==> src/rtl/sprite_pkg.sv <==
// Shared types and helpers for the sprite drawing blocks: coordinate widths,
// colour type, FSM state encoding and the clamped position step.
package sprite_pkg;

    localparam int XW = 9;
    localparam int YW = 8;

    typedef logic [2:0] colour_t;

    localparam colour_t BLACK = 3'b000;
    localparam colour_t WHITE = 3'b111;

    typedef enum logic [2:0] {
        IDLE  = 3'd0,
        ERASE = 3'd1,
        MOVE  = 3'd2,
        DRAW  = 3'd3,
        DONE  = 3'd4
    } state_t;

    // One clamped step on an axis; an extra top bit keeps pos+step from wrapping.
    function automatic logic [XW:0] step_clamp(
        input logic [XW:0] pos,
        input logic [XW:0] step,
        input logic [XW:0] lim,
        input logic        dec,
        input logic        inc
    );
        logic [XW:0] sum;
        sum        = pos + step;
        step_clamp = pos;
        if (dec && !inc) begin
            step_clamp = (pos < step) ? '0 : pos - step;
        end else if (inc && !dec) begin
            step_clamp = (sum > lim) ? lim : sum;
        end
    endfunction

endpackage

==> src/rtl/sprite_scan.sv <==
// Row-major raster counter over an SPR_W x SPR_H sprite: column, row and
// flat bitmap index, with a flag on the final pixel.
module sprite_scan #(
    parameter int SPR_W = 10,
    parameter int SPR_H = 4
) (
    input  logic                                                  clk,
    input  logic                                                  reset,
    input  logic                                                  clear,
    input  logic                                                  step,
    output logic [((SPR_W > 1) ? $clog2(SPR_W) : 1)-1:0]          col,
    output logic [((SPR_H > 1) ? $clog2(SPR_H) : 1)-1:0]          row,
    output logic [((SPR_W*SPR_H > 1) ? $clog2(SPR_W*SPR_H) : 1)-1:0] idx,
    output logic                                                  last
);

    localparam int N  = SPR_W * SPR_H;
    localparam int CW = (SPR_W > 1) ? $clog2(SPR_W) : 1;
    localparam int RW = (SPR_H > 1) ? $clog2(SPR_H) : 1;
    localparam int IW = (N > 1) ? $clog2(N) : 1;

    logic [CW-1:0] col_reg;
    logic [RW-1:0] row_reg;
    logic [IW-1:0] idx_reg;

    assign last = (idx_reg == IW'(N - 1));
    assign col  = col_reg;
    assign row  = row_reg;
    assign idx  = idx_reg;

    always_ff @(posedge clk) begin
        if (!reset || clear) begin
            col_reg <= '0;
            row_reg <= '0;
            idx_reg <= '0;
        end else if (step) begin
            if (last) begin
                col_reg <= '0;
                row_reg <= '0;
                idx_reg <= '0;
            end else begin
                idx_reg <= idx_reg + 1'b1;
                if (col_reg == CW'(SPR_W - 1)) begin
                    col_reg <= '0;
                    row_reg <= row_reg + 1'b1;
                end else begin
                    col_reg <= col_reg + 1'b1;
                end
            end
        end
    end

endmodule

==> src/rtl/sprite_mover.sv <==
// One rectangular sprite: on each frame tick erase it at the old position,
// step it with clamping, then draw it at the new position, one pixel per cycle.
module sprite_mover
    import sprite_pkg::*;
#(
    parameter int                     SPR_W  = 10,
    parameter int                     SPR_H  = 4,
    parameter int                     SCR_W  = 320,
    parameter int                     SCR_H  = 240,
    parameter int                     X_INIT = 160,
    parameter int                     Y_INIT = 200,
    parameter int                     STEP   = 1,
    parameter colour_t                FG     = 3'b111,
    parameter colour_t                BG     = 3'b000,
    parameter logic [SPR_W*SPR_H-1:0] MASK   = '1
) (
    input  logic          clk,
    input  logic          reset,
    input  logic          tick,
    input  logic          left,
    input  logic          right,
    input  logic          up,
    input  logic          down,
    output logic          busy,
    output logic          done,
    output logic          plot,
    output logic [XW-1:0] x_out,
    output logic [YW-1:0] y_out,
    output logic [2:0]    colour,
    output logic [XW-1:0] pos_x,
    output logic [YW-1:0] pos_y
);

    localparam int N  = SPR_W * SPR_H;
    localparam int CW = (SPR_W > 1) ? $clog2(SPR_W) : 1;
    localparam int RW = (SPR_H > 1) ? $clog2(SPR_H) : 1;
    localparam int IW = (N > 1) ? $clog2(N) : 1;

    state_t        state_reg, state_next;
    logic [XW-1:0] pos_x_reg;
    logic [YW-1:0] pos_y_reg;
    logic          left_reg, right_reg, up_reg, down_reg;
    logic          flush_reg;

    logic          plot_reg;
    logic [XW-1:0] x_out_reg;
    logic [YW-1:0] y_out_reg;
    colour_t       colour_reg;

    logic          scan_clear, scan_step, scan_last, emit;
    colour_t       pix_colour;
    logic [CW-1:0] scan_col;
    logic [RW-1:0] scan_row;
    logic [IW-1:0] scan_idx;

    sprite_scan #(
        .SPR_W (SPR_W),
        .SPR_H (SPR_H)
    ) u_scan (
        .clk   (clk),
        .reset (reset),
        .clear (scan_clear),
        .step  (scan_step),
        .col   (scan_col),
        .row   (scan_row),
        .idx   (scan_idx),
        .last  (scan_last)
    );

    always_ff @(posedge clk) begin
        if (!reset) begin
            state_reg <= IDLE;
        end else begin
            state_reg <= state_next;
        end
    end

    // DRAW holds one extra cycle (flush_reg) so done lands after the last pixel register.
    always_comb begin
        state_next = state_reg;
        case (state_reg)
            IDLE:    if (tick) state_next = ERASE;
            ERASE:   if (scan_last) state_next = MOVE;
            MOVE:    state_next = DRAW;
            DRAW:    if (flush_reg) state_next = DONE;
            DONE:    state_next = IDLE;
            default: state_next = IDLE;
        endcase
    end

    always_comb begin
        busy       = (state_reg != IDLE);
        done       = (state_reg == DONE);
        scan_clear = (state_reg == IDLE) || (state_reg == MOVE);
        emit       = (state_reg == ERASE) || ((state_reg == DRAW) && !flush_reg);
        scan_step  = emit;
        pix_colour = (state_reg == DRAW) ? FG : BG;
    end

    always_ff @(posedge clk) begin
        if (!reset) begin
            flush_reg <= 1'b0;
        end else begin
            flush_reg <= (state_reg == DRAW) && !flush_reg && scan_last;
        end
    end

    always_ff @(posedge clk) begin
        if (!reset) begin
            left_reg  <= 1'b0;
            right_reg <= 1'b0;
            up_reg    <= 1'b0;
            down_reg  <= 1'b0;
        end else if ((state_reg == IDLE) && tick) begin
            left_reg  <= left;
            right_reg <= right;
            up_reg    <= up;
            down_reg  <= down;
        end
    end

    always_ff @(posedge clk) begin
        if (!reset) begin
            pos_x_reg <= XW'(X_INIT);
            pos_y_reg <= YW'(Y_INIT);
        end else if (state_reg == MOVE) begin
            pos_x_reg <= XW'(step_clamp({1'b0, pos_x_reg}, (XW+1)'(STEP),
                                        (XW+1)'(SCR_W - SPR_W), left_reg, right_reg));
            pos_y_reg <= YW'(step_clamp({{(XW-YW+1){1'b0}}, pos_y_reg}, (XW+1)'(STEP),
                                        (XW+1)'(SCR_H - SPR_H), up_reg, down_reg));
        end
    end

    // Masked-off pixels still take their cycle; only the strobe is suppressed.
    always_ff @(posedge clk) begin
        if (!reset) begin
            plot_reg   <= 1'b0;
            x_out_reg  <= XW'(X_INIT);
            y_out_reg  <= YW'(Y_INIT);
            colour_reg <= BG;
        end else if (emit) begin
            plot_reg   <= MASK[scan_idx];
            x_out_reg  <= pos_x_reg + XW'(scan_col);
            y_out_reg  <= pos_y_reg + YW'(scan_row);
            colour_reg <= pix_colour;
        end else begin
            plot_reg <= 1'b0;
        end
    end

    assign plot   = plot_reg;
    assign x_out  = x_out_reg;
    assign y_out  = y_out_reg;
    assign colour = colour_reg;
    assign pos_x  = pos_x_reg;
    assign pos_y  = pos_y_reg;

endmodule
==> config.mk <==
export PLATFORM = sky130hd
export DESIGN_NAME = sprite_mover
export DESIGN_NICKNAME = d
export VERILOG_FILES = /design/src/rtl/sprite_pkg.sv /design/src/rtl/sprite_scan.sv /design/src/rtl/sprite_mover.sv
export SDC_FILE = /design/constraint.sdc
export NUM_CORES = 1
export LEC_CHECK = 0
export CORE_MARGIN = 2
export CORE_UTILIZATION = 35
export CTS_BUF_LIST = sky130_fd_sc_hd__clkbuf_16
export CTS_CLUSTER_SIZE = 14
export DETAILED_ROUTE_END_ITERATION = 8
export GPL_ROUTABILITY_DRIVEN = 0
export GPL_TIMING_DRIVEN = 0
export PLACE_DENSITY = 0.69
export SLEW_MARGIN = 20
export SYNTH_ARGS = -nofsm -noshare
export SYNTH_HDL_FRONTEND = slang
export SYNTH_SLANG_ARGS = --single-unit
==> constraint.sdc <==
create_clock -name clk -period 2 [get_ports clk]
set_clock_uncertainty 0.05 [all_clocks]
set_input_delay 0.2 -clock clk [delete_from_list [all_inputs] [get_ports clk]]
set_output_delay 0.2 -clock clk [all_outputs]
set_load 0.05 [all_outputs]
Word level (Yosys, flattened, before mapping) --
Memory sizes are Yosys's and may differ from the RTL's. A register that Yosys moved wholly into a read port is not among the register bits. Index checks and enable logic that the tools add are counted.
Word-level totals: logic and storage cells 82, bits in writable memories 0, latch bits 0, output and inout port bits 40, memories kept 1, flip-flop bits (word level) 57, input bits 7, ROM bits 64
Memory list:
- (name not given) | words 64, bits a word 1, rd ports 1, clocked after Yosys merged registers in 1, write ports 0, RTL line sprite_mover.sv:142 | plot_reg <= MASK[scan_idx];
Cells by class: bitwise logic cells 0, $mul 0, eq/ne operators 9, reductions and logical operators 27, add/sub/neg operators 9, $lt $le $gt $ge 4, divide/modulo/power cells 0, muxes and demuxes 18, shift-type cells 0
Operators with widths (count):
- 2-to-1 mux 9 bit | 4
- 2-to-1 mux 8 bit | 4
- 2-to-1 mux 3 bit | 4
- case mux 3 bit (4 select lines) | 1
- adder 9 x 1 -> 10 bit, second input constant | 1
- greater-than comparator 10 x 9 -> 1 bit, second input constant | 1
- adder 8 x 1 -> 9 bit, second input constant | 1
- adder 9 x 4 -> 9 bit | 1
- greater-than comparator 9 x 8 -> 1 bit, second input constant | 1
- < comparator 9 x 1 -> 1 bit, second input constant | 1
- subtractor 9 x 1 -> 9 bit, second input constant | 1
- adder 8 x 2 -> 8 bit | 1
- < comparator 8 x 1 -> 1 bit, second input constant | 1
- 2-to-1 mux 4 bit | 2
- AND reduction 2 bit | 4
- subtractor 8 x 1 -> 8 bit, second input constant | 1
- logical AND 1 bit | 7
- zero test 1 bit | 7
- adder 6 x 1 -> 6 bit, second input constant | 1
- == test 3 x 2 -> 1 bit, second input constant | 2
- == test 6 bit, second input constant | 1
- 2-to-1 mux 6 bit | 1
- != test 2 bit, second input constant | 3
- nonzero test 2 bit | 3
- other kinds (10) | 13

Longest topological paths before layout --
depth after elaboration 5, depth in mapped cells 9, depth with buffers taken out 9

Cells and area by module --
From an unflattened synthesis, not the netlist that was laid out.
Unflattened totals: cell total of the unflattened synthesis 471, area, all modules 3712.3 µm²
Modules (own cells, without submodules):
- sprite_mover | cells an instance 398, sequential area each 880.8 µm², area an instance 3080.5 µm², instances 1
- sprite_scan | cells an instance 73, sequential area each 240.2 µm², area an instance 631.9 µm², instances 1

Worst setup path after synthesis --
No wires, ideal clock.
kind reg2reg, from register pos_x_reg[0] (netlist: pos_x[0]), to register pos_x_reg[5] (netlist: pos_x[5]), cell stages (with the launch flop) 9, slack -0.382 ns, clock period less this slack 2.382 ns, path buffers 1, setup time 0.120 ns, arrival time 2.213 ns, data required time 1.830 ns, path through dfxtp_1 ha_1 clkbuf_1 inv_1 a21oi_1 o221ai_1 a31oi_1 o21ai_0 o31a_1
Between the ends: cells in the longest elaborated chain, start to end 5, elaborated cells on any way between the ends 8, classes of those cells add/sub (2); order compare (2); mux (4)
Ends and longest elaborated chain:
- start, declared | RTL line sprite_mover.sv:40 | logic [XW-1:0] pos_x_reg;
- start signal, assigned | RTL line sprite_mover.sv:124 | pos_x_reg <= XW'(X_INIT);
- start signal, assigned | RTL line sprite_mover.sv:127 | pos_x_reg <= XW'(step_clamp({1'b0, pos_x_reg}, (XW+1)'(STEP),
- adder 9 x 1 -> 10 bit | RTL line sprite_pkg.sv:30 | sum = pos + step;
- greater-than comparator 10 x 9 -> 1 bit | RTL line sprite_pkg.sv:35 | step_clamp = (sum > lim) ? lim : sum;
- 2-to-1 mux 9 bit | RTL line sprite_pkg.sv:35
- 2-to-1 mux 9 bit | RTL line sprite_pkg.sv:34 | end else if (inc && !dec) begin
- 2-to-1 mux 9 bit (*) | RTL line sprite_pkg.sv:32 | if (dec && !inc) begin
Every way passes the cells marked *; elsewhere a longest branch is shown, timed or not. The select of a mux whose other input is x is not followed. A chain may end at the register's enable or synchronous reset.

Worst setup path in the final report --
from register pos_x_reg[1] (netlist: pos_x[1]), to register pos_x_reg[6] (netlist: pos_x[6])
Same word-level chain as after synthesis.

==> flow_summary.json <==
{
  "crit_path_top_delay_cell": "dfxtp_4",
  "n_antenna_cell": 0,
  "postSynth.asyncResetShare_pct": 0,
  "layout.area.seq_um2": 1160,
  "final_min_period_over_clock_period_pct": 105,
  "route.vias.total": 4027,
  "leakage_nw": 1.81,
  "drc_errors_left": 0,
  "cts_buffers": 5,
  "worst_slack_ps": -107,
  "crit_required_ps": 2170,
  "timing.fmax_mhz": 475,
  "core_um2": 10300,
  "detailedPlacementHpwl_mm": 7.99,
  "final_layout_size_suffix_gt1_share_pct": 23.7,
  "cts.sink_count": 56,
  "synth_cells": 484,
  "register_to_register_path_setup_slack_ps": -110,
  "tightestPinTransition_ps": 655,
  "count_of_flip_flops_with_a_built_in_enable_after_synthesis": 0,
  "synth.yosys.seq_area_share_pct": 30.0,
  "syn_area_um2": 3740,
  "vdd_ir_drop_max_v": 0.000405,
  "postSynthNetCount": 507,
  "worstHoldPathType": "register to register",
  "wl_per_cell_um": 17.0,
  "drt-pass1-iter-count": 7,
  "grt_pass1_vias": 3722,
  "grt_setup_unrepaired": "yes",
  "rows": 37,
  "synthDominantAreaCellType": "dfxtp_1",
  "die_width_um": 107,
  "regToRegStartpoint": "pos_x[1]",
  "violations": "setup timing",
  "ioPinCount": 47,
  "hold_viol_final": 0,
  "route.antenna.remaining_nets": 0,
  "netlist_top_cells_count": "dfxtp_1 (56), nand2_1 (52), a21oi_1 (36), nor2_1 (33), o21ai_0 (32)",
  "grt_first_pass_wirelength_mm": 18.6,
  "htree_levels": 2,
  "min_delay_worst_endpoint": "y_out[0]",
  "worstPathCellList": "ha_2 -> clkbuf_8 -> nor2b_1 -> a32oi_1 -> o22ai_2 -> a31oi_2 -> o211ai_1 -> buf_4 -> o21ai_2",
  "number_of_antenna_violations_at_the_first_check_in_global_routing": 0,
  "critical_path_endpoint_category": "register",
  "worst_ep_arrival_time_ps": 2280,
  "hold_path_depth": 2,
  "cp_num_buf_inv": 2,
  "routed_wl_mm": 11.8,
  "worstRegToRegCells": 9,
  "place_worst_setup_slack_ps": -364,
  "synth.ff_latch_count": 56,
  "grt_remaining_overflow": 0,
  "final_max_slew_viol_count": 0,
  "synthesis.yosys.warnings": 0,
  "post_drt_via_cell_ratio": 5.82,
  "crit_path_start_kind": "register",
  "clkSlewWorstSetupHoldPaths_ps": 80,
  "path_max_fanout": 10,
  "final-setup-viol-count": 8,
  "ys.flop_type": "dfxtp_1",
  "hold_start": "y_out[0]",
  "fin_setup_tns_ps": -540,
  "dr.first_iter.drc_count": 243,
  "initial_core_util_pct": 36.2,
  "final.fill_count": 956,
  "cap_viol_max_count": 0,
  "postSynthAreaPerCell_um2": 7.72,
  "critPathTopFamily": "compound AO/OA/AOI/OAI gates",
  "min_period_ps": 2110,
  "grt_util_all_layers_pct": 19.7,
  "final_net_count": 578,
  "worst_path_max_stage_delay_ps": 380,
  "port_buffers": 46,
  "synth.most_common_cell": "dfxtp_1",
  "netlist-cell-type-count": 72,
  "synth.area.top_cells": "dfxtp_1 (30%), nand2_1 (5.2%), a21oi_1 (4.8%)",
  "worstReg2RegEnd": "pos_x[6]",
  "netlist.area_leader.share_pct": 30.0,
  "cts_tree": "yes",
  "critPathKind": "register to register",
  "grt_max_degree": 19,
  "syn_to_layout_area_delta_pct": 35.2,
  "die_h_um": 107,
  "status": "finished with violations",
  "clkLatencyLatePin_ps": 290,
  "multi_input_area_um2": 2660,
  "timing.slew.headroom_pct": 56.3,
  "final_core_utilization_pct": 48.9,
  "fp.dieArea_um2": 11500,
  "clockBufferDepth": 2,
  "root_buffer": "clkbuf_16",
  "power_density_nw_per_um2": 468
}
==> area by class of cell <==
| class | instances | area share, % |
|---|---|---|
| inverters | 21 | 1.64 |
| repair buffers | 70 | 13.0 |
| well taps | 136 | 3.37 |
| flip-flops and latches | 56 | 22.9 |
| clock inverters | 3 | 0.446 |
| clock buffers | 5 | 2.48 |
| plain buffers | 28 | 3.39 |
| multi-input cells | 373 | 52.8 |
==> how the worst max path moves through the flow <==
| stage | start | depth (start not counted) | slack, ps | end |
|---|---|---|---|---|
| CTS | pos_x[0] | 7 | -120 | pos_x[4] |
| global route | pos_x[6] | 7 | -160 | pos_x[3] |
| finish | pos_x[1] | 9 | -110 | pos_x[6] |
| global placement | pos_y[1] | 8 | -260 | pos_y[7] |
| floorplan | pos_x[1] | 6 | -40 | pos_x[4] |
| detailed placement | pos_y[1] | 8 | -360 | pos_y[3] |
==> timing repair <==
item	in CTS	in global routing
setup endpoints to repair	32	36
buffers inserted	9	15
pin swaps	14	21
hold buffers	0	0
gates resized for setup	37	54
==> where the power goes <==
part           switching [mW]  total, mW  internal, mW
registers              0.0151       1.14          1.13
logic                   0.202      0.317         0.115
clock network           0.432      0.902         0.471
total                   0.649       2.36          1.71
==> per-layer routing <==
metal	part of all wire, %	wire length (um)	vias up	global-route usage, %
met2	48	5680	184	32.4
li1	-	-	1909	-
met3	6.7	793	29	3.09
met4	2.1	247	0	5.66
met5	0	0	-	0
met1	43	5030	1905	26.8
==> worst reg2reg max path, cell delays in order, from the launching register on <==
cell and delay, ps:
dfxtp_4 380, ha_2 220, clkbuf_8 190, nor2b_1 70, a32oi_1 230, o22ai_2 120
a31oi_2 220, o211ai_1 220, buf_4 190, o21ai_2 150
==> through the flow <==
step	hold WS, ps	instance area (um2)	instances	power (mW)
after detailed placement	425	4450	666	1.46
after global placement	417	4450	666	1.46
after global routing	461	5050	692	2.46
after floorplan	310	3820	484	1.36
final	427	5050	692	2.36
after CTS	436	4800	680	2.37
==> placed cells by master, fill, tap and decap left out, types with 10 or more instances in the layout <==
master	count
clkbuf_1	11
dfxtp_2	10
clkdlybuf4s50_1	44
nor2_1	27
buf_4	25
o21ai_1	10
ha_1	10
o21ai_0	28
nor3_1	14
a21oi_1	29
nand2_1	49
nor2b_1	12
nand3_1	21
inv_1	14
dfxtp_1	40
==> cell families (layout without fill, tap and decap cells) <==
family / count (synthesis) / in the layout / synth area share, %
adder cells (fa/ha/maj): 16 / 16 / 5.76
AND/OR/NAND/NOR: 186 / 186 / 25.2
multiplexers: 6 / 6 / 1.67
flip-flops: 56 / 56 / 30.0
buffers and inverters: 55 / 127 / 6.33
XOR/XNOR: 16 / 16 / 3.75
AO/OA/AOI/OAI: 149 / 149 / 27.3
(Power assumes the default switching activity.)
